--- src/rtl/demux_1_8_seq.sv ---
// Sequential 1:8 demultiplexer: assembles a serial bit stream into 8-bit words with valid/ready on both sides.
// Optional macro DEMUX_MSB_FIRST_EN selects MSB-first slot mapping (default build is LSB-first).
//
// Handshake: a transfer happens on a rising clk edge where valid and ready are both 1;
// a source holds its data stable while valid=1 and ready=0.
module demux_1_8_seq #(
    parameter int DATA_W = 8,
    parameter int SEL_W  = 3,
    parameter int CNT_W  = 8
) (
    input  logic              clk,
    input  logic              rst,
    input  logic              hyrja,
    input  logic              hyrja_valid,
    output logic              hyrja_ready,
    input  logic              pastro,
    output logic [SEL_W-1:0]  seleksioni,
    output logic [DATA_W-1:0] dalja,
    output logic              dalja_valid,
    input  logic              dalja_ready,
    output logic [CNT_W-1:0]  numeruesi
);

    logic [SEL_W-1:0]  r_sel;
    logic [DATA_W-1:0] r_buf;
    logic [DATA_W-1:0] r_dalja;
    logic              r_dalja_valid;
    logic [CNT_W-1:0]  r_cnt;

    logic              w_acc;
    logic              w_take;
    logic              w_last;
    logic              w_complete;
    logic [SEL_W-1:0]  w_slot;
    logic [SEL_W-1:0]  w_first_slot;
    logic [DATA_W-1:0] w_word;
    logic [DATA_W-1:0] w_buf_nxt;
    logic [SEL_W-1:0]  w_sel_nxt;

    assign w_last = (r_sel == SEL_W'(DATA_W - 1));

    // Bit position in the output word that the current slot maps to.
`ifdef DEMUX_MSB_FIRST_EN
    assign w_slot       = SEL_W'(DATA_W - 1) - r_sel;
    assign w_first_slot = SEL_W'(DATA_W - 1);
`else
    assign w_slot       = r_sel;
    assign w_first_slot = '0;
`endif

    // Stall only when the final bit would overwrite a word nobody has taken.
    assign hyrja_ready = ~w_last | ~r_dalja_valid | dalja_ready;

    assign w_acc      = hyrja_valid & hyrja_ready;
    assign w_take     = r_dalja_valid & dalja_ready;
    assign w_complete = w_acc & w_last & ~pastro;

    always_comb begin
        w_word         = r_buf;
        w_word[w_slot] = hyrja;
        w_buf_nxt      = r_buf;
        w_sel_nxt      = r_sel;
        if (pastro) begin
            // Resync drops the partial word; a bit accepted alongside starts the new one.
            w_buf_nxt = '0;
            w_sel_nxt = '0;
            if (w_acc) begin
                w_buf_nxt[w_first_slot] = hyrja;
                w_sel_nxt               = SEL_W'(1);
            end
        end else if (w_acc) begin
            w_buf_nxt = w_word;
            w_sel_nxt = r_sel + SEL_W'(1);
        end
    end

    always_ff @(posedge clk or posedge rst) begin
        if (rst) begin
            r_sel <= '0;
            r_buf <= '0;
        end else begin
            r_sel <= w_sel_nxt;
            r_buf <= w_buf_nxt;
        end
    end

    always_ff @(posedge clk or posedge rst) begin
        if (rst) begin
            r_dalja       <= '0;
            r_dalja_valid <= 1'b0;
        end else if (w_complete) begin
            r_dalja       <= w_word;
            r_dalja_valid <= 1'b1;
        end else if (w_take) begin
            r_dalja_valid <= 1'b0;
        end
    end

    always_ff @(posedge clk or posedge rst) begin
        if (rst) begin
            r_cnt <= '0;
        end else if (w_take) begin
            r_cnt <= r_cnt + CNT_W'(1);
        end
    end

    assign seleksioni  = r_sel;
    assign dalja       = r_dalja;
    assign dalja_valid = r_dalja_valid;
    assign numeruesi   = r_cnt;

endmodule

--- config.mk ---
export PLATFORM = sky130hd
export DESIGN_NAME = demux_1_8_seq
export DESIGN_NICKNAME = d
export VERILOG_FILES = /design/src/rtl/demux_1_8_seq.sv
export SDC_FILE = /design/constraint.sdc
export NUM_CORES = 1
export LEC_CHECK = 0
export ABC_CLOCK_PERIOD_IN_PS = 3000
export CAP_MARGIN = 20
export CORE_MARGIN = 3
export CORE_UTILIZATION = 54
export DETAILED_ROUTE_END_ITERATION = 12
export GPL_ROUTABILITY_DRIVEN = 0
export GPL_TIMING_DRIVEN = 1
export PLACE_DENSITY = 0.82
export SLEW_MARGIN = 20
export SYNTH_ARGS = -nofsm -noshare
export SYNTH_HDL_FRONTEND = slang
export SYNTH_SLANG_ARGS = --single-unit
--- constraint.sdc ---
create_clock -name clk -period 3 [get_ports clk]
set_input_delay 0.9 -clock clk [delete_from_list [all_inputs] [get_ports clk]]
set_output_delay 0.9 -clock clk [all_outputs]
set_load 0.005 [all_outputs]
==> results of run 1 <==
==> final cells by class <==
type / count / area, µm² / area share [%]
clock buffers: 3 / 22.5 / 1.26
repair buffers: 33 / 313 / 17.5
multi-input cells: 66 / 678 / 37.9
inverters: 2 / 7.51 / 0.420
flip-flops and latches: 28 / 701 / 39.2
clock inverters: 1 / 30.0 / 1.68
well taps: 30 / 37.5 / 2.10
==> per-stage QoR <==
| step | instance area (µm²) | hold WS (ns) |
|---|---|---|
| final | 1790 | 0.489 |
| after global routing | 1790 | 0.526 |
| after CTS | 1790 | 0.495 |
| after detailed placement | 1740 | 0.474 |
| after global placement | 1740 | 0.461 |
| after floorplan | 1440 | 0.460 |
==> power by group <==
part	leakage [nW]	switching [mW]	internal [mW]
Clock	0.0279	0.116	0.135
Combinational	0.454	0.0552	0.0611
Sequential	0.386	0.00682	0.388
Total	0.868	0.178	0.585
==> sequential cells by signal, indices dropped and copies added, names as in the netlist <==
| signal | flops |
|---|---|
| numeruesi | 8 |
| r_buf | 8 |
| dalja | 8 |
| dalja_valid | 1 |
| seleksioni | 3 |
==> critical path, cell delays in order <==
cell and delay (ns):
clkdlybuf4s50_1 0.48, nand3b_1 0.16, clkdlybuf4s50_1 0.52
==> cells by family (layout without fill, tap and decap cells) <==
kind of cell	Yosys count	in the layout
muxes	17	17
AOI/OAI and AO/OA	13	13
and+or+nand+nor	25	25
DFF	28	28
xor gates and xnor gates	8	8
buffers and inverters	9	39
adders and majority gates	3	3
==> synthesized netlist by cell type <==
cell | number | area share (%)
dfrtp_1 | 28 | 49
mux2_4 | 14 | 15
a32o_1 | 9 | 6.3
xnor2_1 | 7 | 4.3
nand2_1 | 5 | 1.3
nand4_1 | 4 | 1.7
and3_1 | 3 | 1.3
buf_6 | 3 | 2.3
ha_1 | 3 | 2.6
mux2_2 | 3 | 2.3
nand3b_4 | 3 | 4.2
nor3b_2 | 3 | 2.6
clkbuf_1 | 2 | 0.52
inv_1 | 2 | 0.52
nor2b_1 | 2 | 0.87
o21ai_0 | 2 | 0.70
a21oi_2 | 1 | 0.61
a311o_1 | 1 | 0.70
and2_1 | 1 | 0.43
buf_2 | 1 | 0.35
buf_4 | 1 | 0.52
nand2b_1 | 1 | 0.43
nand3_1 | 1 | 0.35
nand3b_1 | 1 | 0.52
nor3_2 | 1 | 0.70
xor2_1 | 1 | 0.61
==> worst paths after layout <==
check                                      to  slack (ns)
worst max register to register  seleksioni[2]        1.26
worst max-delay path              hyrja_ready        0.04
max in group asynchronous            r_buf[6]        1.83
worst min register to register   numeruesi[7]        0.49
worst min-delay path             numeruesi[7]        0.49
min in group asynchronous            dalja[2]        0.90
==> metal layers <==
layer | part of all wire, % | up-vias | wire length (µm) | GRT usage (%)
met1 | 46 | 475 | 1250 | 25.7
met5 | 0 | - | 0 | 0
met2 | 49 | 18 | 1330 | 28.7
met4 | 1.9 | 0 | 52 | 7.62
li1 | - | 433 | - | -
met3 | 2.7 | 4 | 73 | 2.90
==> layout by cell type (no fill, tap or decap), types with 4 or more instances in the layout <==
cell type	n
nand2_1	5
a32o_1	9
nand4_1	4
buf_4	7
clkdlybuf4s50_1	26
dfrtp_1	28
xnor2_1	7
mux2_4	14
==> results by group, run 1 <==
Floorplan
  • Die width: 57.6 µm
  • Site row count: 18
  • Die Ht: 57.6 µm
  • Die area: 0.00332 mm²
  • Io pins: 27
  • Starting density of the core: 57.6%
  • Core ar.: 0.00250 mm²

Synthesis
  • Syn Area/Cell: 14.0 µm²
  • XOR/XNOR Fraction of Synth Area: 4.87%
  • Syn Inst Count: 103
  • Synth Register Bits: 28
  • Adder-cell share of the synthesized area: 2.61%
  • Largest family of logic cells by synthesized area: multiplexers
  • Syn nets: 112
  • Multiplexer share of the synthesized area: 16.9%
  • Mapped Area: 0.00144 mm²
  • Simple-gate portion of the synthesized area: 14.4%
  • Synth Warn #: 0
  • Post-synthesis compound-gate area fraction: 8.25%
  • Synth unique cells: 26
  • Sequential area share after synthesis: 48.7%

Route
  • Avg WL per Cell: 16.6 µm
  • Initial DRC Count: 33
  • Routed wire length: 2700 µm
  • DR DRC count: 0
  • Pre-Repair DR Iteration Count: 4
  • Post-DR vias/cell: 5.71
  • Vias post-DR: 930
  • DRT antenna net count: 0

Setup path
  • FF-to-FF Start: seleksioni[1]
  • Arrival time worst endpoint: 2.06 ns
  • CP Launch Type: input pin
  • Worst reg-to-reg path cell count: 6
  • Worst Path Required: 2.10 ns
  • Setup crit start: dalja_ready
  • Crit path max fanout: 3
  • Critical Setup Path Class: input pin to primary output
  • Setup crit end kind: primary output

Timing
  • Fin crit share: 98.8%
  • Final hold vios: 0
  • Max Clock Skew: 0.00440 ns
  • Slew margin rel.: 70.0%
  • Final Critical Period: 2.96 ns
  • Setup tns final: 0 ns
  • Final worst slack: 0.0366 ns
  • Final Max Slew Viols: 0
  • Slew at the pin closest to its max-slew limit: 0.450 ns
  • Fmax: 337 MHz
  • Final setup vio count: 0
  • Setup repair after global routing missed its margin: no

Global routing
  • Number of global-route vias before repair: 981
  • Global route total overflow: 0
  • Tot GR Track Use: 18.4%
  • Largest net degree at the start of global routing: 29
  • Initial antenna violation count: 0
  • First-pass GRT wire length: 4690 µm

Power
  • P per Cell Area: 426 mW/mm²
  • Total power: 0.763 mW
  • Peak supply drop: 0.284 mV
  • Pleak: 0.868 nW

Cells and area
  • Area Overhead vs Synth: 24.2%
  • Share of layout cells above drive strength 1: 27.1%
  • Core Util, Final: 71.6%
  • Layout fillers: 187
  • Nets: 143
  • Ant. Diodes: 0
  • Finished Layout Cells: 163

Status
  • Status: completed

Clocking
  • Post-CTS setup buffers: 0
  • Longest Clk Path Bufs: 2
  • Clk sinks: 28
  • Clock Latency Late Sink: 0.34 ns
  • Clock root buffer: clkbuf_4
  • Cts repair resizes: 0
  • CTS Hold Bufs: 0
  • TritonCTS clock tree: yes
  • # H-tree levels: 1
  • Worst-path clk slew: 0.15 ns
  • TritonCTS Buffers: 3

Min path
  • Worst Hold Class: flip-flop to flip-flop
  • Worst hold start: numeruesi[7]
  • Worst Hold Depth: 1

Placed design
  • HPWL after DPL: 1950 µm
  • # port buffers: 26
  • Inst Count DP: 159
  • Dpl ws: 0.0411 ns

Job
  • MaxCap Viol Count: 0
Power figures use the tool's default switching activity.
==> run 2, diff against run 1 <==
--- a/config.mk
+++ b/config.mk
@@ -5,14 +5,15 @@
 export SDC_FILE = /design/constraint.sdc
 export NUM_CORES = 1
 export LEC_CHECK = 0
+export ABC_AREA = 1
 export ABC_CLOCK_PERIOD_IN_PS = 3000
-export CAP_MARGIN = 20
 export CORE_MARGIN = 3
 export CORE_UTILIZATION = 54
 export DETAILED_ROUTE_END_ITERATION = 12
+export DONT_BUFFER_PORTS = 1
 export GPL_ROUTABILITY_DRIVEN = 0
 export GPL_TIMING_DRIVEN = 1
-export PLACE_DENSITY = 0.82
+export PLACE_DENSITY = 0.69
 export SLEW_MARGIN = 20
 export SYNTH_ARGS = -nofsm -noshare
 export SYNTH_HDL_FRONTEND = slang
==> run 2 against run 1 <==
- maximum frequency grew 27%
- global-route usage grew 0.35 points
- clock-buffer cell count is the same
- non-clock buffer count shrank 32
- synthesized cell count grew 69%
- sequential cell count is the same
- sequential power grew 1%
==> results by group, run 2 <==
Status
  • Status: completed

Synthesis
  • Main synth FF type: dfrtp_1
  • Synth Register Bits: 28
  • Top-count cell post-synth: nand2_1
  • Synth unique cells: 24
  • Share of the synthesized area in the top cell type: 49.6%
  • Post-synth EDFFs: 0
  • Mapped Area: 0.00141 mm²
  • Sequential area share after synthesis: 49.6%
  • Synth Warn #: 0
  • Syn Inst Count: 174
  • Area leader, netlist: dfrtp_1
  • Syn Area/Cell: 8.13 µm²
  • Syn nets: 183
  • Synth top cells by count: 76 x nand2_1, 28 x dfrtp_1, 18 x nand3_1, 13 x inv_1
  • Area contributors post-synth: dfrtp_1 50%, nand2_1 20%, nand3_1 6.4%
  • Fraction of registers with async set/reset: 100%

Route
  • Post-DR vias/cell: 5.29
  • DRT antenna net count: 0
  • Routed wire length: 2770 µm
  • Vias post-DR: 1079
  • Initial DRC Count: 54
  • DR DRC count: 0
  • Pre-Repair DR Iteration Count: 4
  • Avg WL per Cell: 13.6 µm

Setup path
  • Critical Setup Path Class: flip-flop to primary output
  • FF-to-FF End: r_buf[6]
  • Worst Path Required: 2.10 ns
  • Arrival time worst endpoint: 1.43 ns
  • R2r setup slk: 1.31 ns
  • FF-to-FF Start: seleksioni[0]
  • Setup crit end kind: primary output
  • Worst reg-to-reg path cell count: 7
  • CP Launch Type: flip-flop
  • Crit path max fanout: 8

Timing
  • WHS: 0.361 ns
  • Final Max Slew Viols: 0
  • Fin crit share: 77.6%
  • Final hold vios: 0
  • Slew at the pin closest to its max-slew limit: 0.454 ns
  • Fmax: 429 MHz
  • Slew margin rel.: 69.7%
  • Final setup vio count: 0
  • Final Critical Period: 2.33 ns
  • Setup repair after global routing missed its margin: no
  • Max Clock Skew: 0.00361 ns
  • Setup tns final: 0 ns

Cells and area
  • Ant. Diodes: 0
  • Commonest non-fill, non-tap cells in the layout: 76 x nand2_1, 28 x dfrtp_1, 18 x nand3_1
  • Most common cell after layout, fill and taps aside: nand2_1
  • Share of layout cells above drive strength 1: 9.66%
  • Core Util, Final: 62.4%
  • Nets: 187
  • Area Overhead vs Synth: 3.19%
  • Finished Layout Cells: 204
  • Design area: 0.00146 mm²
  • Layout fillers: 209

Global routing
  • GR Util met2: 28.4%
  • Tot GR Track Use: 18.8%
  • Largest net degree at the start of global routing: 23
  • Grt met1 use: 26.0%
  • Global route total overflow: 0
  • GR Util met3: 4.75%
  • First-pass GRT wire length: 4860 µm
  • Number of global-route vias before repair: 1090
  • GRT busiest layer: met2
  • Initial antenna violation count: 0

Clocking
  • Longest Clk Path Bufs: 2
  • Clock root buffer: clkbuf_4
  • Clk sinks: 28
  • TritonCTS clock tree: yes
  • Clock Latency Late Sink: 0.32 ns
  • Cts repair resizes: 0
  • Worst-path clk slew: 0.14 ns
  • Post-CTS setup buffers: 0
  • CTS Hold Bufs: 0
  • # H-tree levels: 1
  • TritonCTS Buffers: 3

Floorplan
  • Core ar.: 0.00234 mm²
  • Site row count: 17
  • Die area: 0.00327 mm²
  • Die width: 57.2 µm
  • Io pins: 27
  • Starting density of the core: 60.4%
  • Die Ht: 57.2 µm

Placed design
  • Inst Count DP: 201
  • # port buffers: 0
  • HPWL after DPL: 2100 µm
  • Placed cell areas: 0.00144 mm²

Min path
  • Worst Hold Class: input pin to async pin

Job
  • MaxCap Viol Count: 0

Power
  • Peak supply drop: 0.265 mV
  • Pleak: 0.793 nW
  • P per Cell Area: 416 mW/mm²
## run 2: cell count changes after synthesis, moves of 4 or more
cell / delta
xnor2_1: -6
nor2_1: +5
nand3_1: +17
a32o_1: -9
nand2_1: +71
inv_1: +11
mux2_4: -14
o21ai_1: +4
## run 2: critical path, cell delays in order (launching register included)
cell	delay, ns
dfrtp_1	0.51
ha_1	0.24
ha_1	0.23
nand3_2	0.13
## run 2: cells by family (layout without fill, tap and decap cells)
logic type | count (synthesis) | in the layout | share of synthesized area [%]
and+or+nand+nor | 109 | 109 | 35.0
DFF | 28 | 28 | 49.6
buffers and inverters | 19 | 21 | 6.11
AOI/OAI and AO/OA | 11 | 11 | 4.16
xor gates and xnor gates | 4 | 4 | 2.48
adders and majority gates | 3 | 3 | 2.66
## run 2: routing by layer
layer	vias up	part of all wire (%)
li1	551	-
met1	497	49
met2	29	45
met3	2	5.7
met4	0	0.76
met5	-	0
## run 2: layout make-up
type / instances / area (µm²) / area share [%]
flip-flops and latches: 28 / 701 / 48.0
multi-input cells: 127 / 627 / 43.0
inverters: 17 / 66.3 / 4.55
well taps: 28 / 35.0 / 2.40
clock buffers: 3 / 22.5 / 1.54
repair buffers: 1 / 7.51 / 0.515
## run 2: how the worst max path moves through the flow
stage                        startpoint     endpoint  slack [ns]  cells after the start
final                     seleksioni[0]  hyrja_ready        0.67                      3
after global routing      seleksioni[0]  hyrja_ready        0.59                      3
after CTS                 seleksioni[0]  hyrja_ready        0.66                      3
after detailed placement  seleksioni[0]  hyrja_ready        1.03                      3
after global placement    seleksioni[0]  hyrja_ready        1.05                      3
after floorplan             dalja_ready  hyrja_ready        1.08                      2
## run 2: where the power goes
| group | switching, mW | total (mW) | internal, mW |
|---|---|---|---|
| Clock | 0.104 | 0.151 | 0.0470 |
| Sequential | 0.0132 | 0.400 | 0.387 |
| Combinational | 0.0396 | 0.0555 | 0.0160 |
## run 2: metrics by stage
| step | total power, mW | setup slack (ns) |
|---|---|---|
| 6_report | 0.607 | 0.671 |
| 5_1_grt | 0.638 | 0.593 |
| 4_1_cts | 0.612 | 0.662 |
| 3_5_place_dp | 0.463 | 1.03 |
| 3_3_place_gp | 0.461 | 1.05 |
| 2_1_floorplan | 0.449 | 1.08 |
==> run 3, diff against run 2 <==
--- a/config.mk
+++ b/config.mk
@@ -6,14 +6,14 @@
 export NUM_CORES = 1
 export LEC_CHECK = 0
 export ABC_AREA = 1
-export ABC_CLOCK_PERIOD_IN_PS = 3000
+export ABC_CLOCK_PERIOD_IN_PS = 2000
 export CORE_MARGIN = 3
 export CORE_UTILIZATION = 54
 export DETAILED_ROUTE_END_ITERATION = 12
 export DONT_BUFFER_PORTS = 1
 export GPL_ROUTABILITY_DRIVEN = 0
 export GPL_TIMING_DRIVEN = 1
-export PLACE_DENSITY = 0.69
+export PLACE_DENSITY = 0.72
 export SLEW_MARGIN = 20
 export SYNTH_ARGS = -nofsm -noshare
 export SYNTH_HDL_FRONTEND = slang
==> constraint.sdc (replaced) <==
create_clock -name clk -period 2 [get_ports clk]
set_input_delay 0.6 -clock clk [delete_from_list [all_inputs] [get_ports clk]]
set_output_delay 0.6 -clock clk [all_outputs]
set_load 0.005 [all_outputs]
==> run 3 against run 2 <==
- register-to-register slack worse by 0.84 ns
- via count is 5.3% higher
- worst setup slack worse by 0.58 ns
- clock-buffer cell count stayed put
- sequential cell count stayed put
- non-clock buffer count is 2 higher
- clock skew is 0.0017 ns lower
- final area is 4.7% higher
- global-route usage is 0.39 points lower
- first-iteration DRC count is 46% lower
- critical endpoint unchanged
==> results by group, run 3 (same netlist as run 2, synthesis figures left out) <==
Status
  • Status: completed

Clocking
  • Clock root buffer: clkbuf_4
  • TritonCTS clock tree: yes
  • Clock Latency Late Sink: 0.34 ns
  • Post-CTS setup buffers: 0
  • Longest Clk Path Bufs: 2
  • Clk sinks: 28
  • # H-tree levels: 1
  • CTS Hold Bufs: 0
  • Worst-path clk slew: 0.15 ns
  • TritonCTS Buffers: 3

Global routing
  • Tot GR Track Use: 18.4%
  • Grt met1 use: 21.0%
  • Global route total overflow: 0
  • First-pass GRT wire length: 4750 µm
  • GR Util met2: 32.1%
  • GR Util met3: 3.39%
  • GRT busiest layer: met2
  • Largest net degree at the start of global routing: 29
  • Initial antenna violation count: 0
  • Number of global-route vias before repair: 1104

Timing
  • Setup repair after global routing missed its margin: no
  • Slew at the pin closest to its max-slew limit: 0.359 ns
  • Max Clock Skew: 0.00195 ns
  • Final Critical Period: 1.91 ns
  • Setup tns final: 0 ns
  • Final Max Slew Viols: 0
  • Fin crit share: 95.6%
  • Final setup vio count: 0
  • Fmax: 523 MHz
  • Final hold vios: 0
  • Slew margin rel.: 76.0%

Setup path
  • Crit path max fanout: 8
  • Arrival time worst endpoint: 1.31 ns
  • CP Capture Point: hyrja_ready
  • Critical path cell sequence: ha_2, ha_4, nand3_4
  • Crit-path slowest cell: dfrtp_2
  • Setup crit end kind: primary output
  • CP max stage delay: 0.49 ns
  • CP Launch Type: flip-flop
  • Critical Setup Path Class: flip-flop to primary output
  • R2r setup slk: 0.47 ns
  • FF-to-FF Start: seleksioni[1]
  • Worst Path Required: 1.40 ns
  • Setup crit start: seleksioni[1]
  • Worst reg-to-reg path cell count: 7
  • FF-to-FF End: seleksioni[2]

Route
  • DRT antenna net count: 0
  • Pre-Repair DR Iteration Count: 4
  • Vias post-DR: 1136
  • Initial DRC Count: 29
  • Post-DR vias/cell: 5.49
  • Avg WL per Cell: 13.8 µm
  • DR DRC count: 0
  • Routed wire length: 2860 µm

Power
  • P per Cell Area: 699 mW/mm²
  • Pleak: 0.811 nW
  • Peak supply drop: 0.515 mV

Floorplan
  • Starting density of the core: 60.4%
  • Core ar.: 0.00234 mm²
  • Io pins: 27
  • Die Ht: 57.2 µm
  • Die area: 0.00327 mm²
  • Die width: 57.2 µm
  • Site row count: 17

Placed design
  • # port buffers: 0
  • HPWL after DPL: 2020 µm
  • Inst Count DP: 203

Cells and area
  • Share of layout cells above drive strength 1: 12.8%
  • Finished Layout Cells: 207
  • FF+latch area: 702 µm²
  • Layout fillers: 191
  • Area Overhead vs Synth: 8.05%
  • Nets: 189
  • Commonest non-fill, non-tap cells in the layout: 76 x nand2_1, 27 x dfrtp_1, 18 x nand3_1
  • Ant. Diodes: 0
  • Area of the multi-input gates: 649 µm²
  • Most common cell after layout, fill and taps aside: nand2_1

Min path
  • Worst Hold Class: input pin to async pin

Job
  • MaxCap Viol Count: 0
run 3: routing by layer:
| layer | wire length (µm) | vias up |
|---|---|---|
| met5 | 0 | - |
| met4 | 75 | 0 |
| met3 | 115 | 7 |
| met2 | 1500 | 28 |
| met1 | 1170 | 544 |
| li1 | - | 557 |
run 3: stage by stage:
stage          instance area [µm²]  power [mW]  hold WS, ns  setup slack [ns]  util [%]
3_5_place_dp                  1450       0.697        0.493             0.366      62.0
2_1_floorplan                 1410       0.674        0.472             0.391         -
4_1_cts                       1510        1.08        0.190           0.00688      64.3
6_report                      1530        1.07        0.184            0.0871      65.3
3_3_place_gp                  1450       0.694        0.491             0.398      62.0
5_1_grt                       1530        1.11        0.198            0.0289      65.3
run 3: what timing repair did:
item / 4_1_cts / 5_1_grt
setup endpoints to repair: 1 / 1
gates resized for setup: 1 / 4
pin swaps: 1 / 1
run 3: final cells by class:
| cell class | count | area share (%) |
|---|---|---|
| sequential | 28 | 45.9 |
| multi-input combinational | 127 | 42.5 |
| inverter | 17 | 4.34 |
| tap | 28 | 2.29 |
| clock inverter | 1 | 1.97 |
| clock buffer | 3 | 1.47 |
| timing repair buffer | 3 | 1.47 |
run 3: how the worst min path moves through the flow:
stage	cells after the start	end	start	slack, ns
3_3_place_gp	2	r_buf[3]	r_buf[3]	0.49
4_1_cts	2	numeruesi[6]	rst	0.19
3_5_place_dp	2	r_buf[1]	r_buf[1]	0.49
2_1_floorplan	2	dalja[0]	dalja[0]	0.47
6_report	2	dalja[0]	rst	0.18
5_1_grt	2	dalja[3]	rst	0.20
run 3: worst max-delay path, delay by kind of cell, from the launching register on:
kind / cells / cell delay, ns
DFF: 1 / 0.49
adders and majority gates: 2 / 0.39
and+or+nand+nor: 1 / 0.09
run 3: power by group:
part	switching (mW)	internal, mW	leakage [nW]	total, mW
Combinational	0.0638	0.0291	0.408	0.0929
Clock	0.175	0.203	0.0279	0.378
Sequential	0.0165	0.581	0.375	0.597
Total	0.255	0.813	0.811	1.07
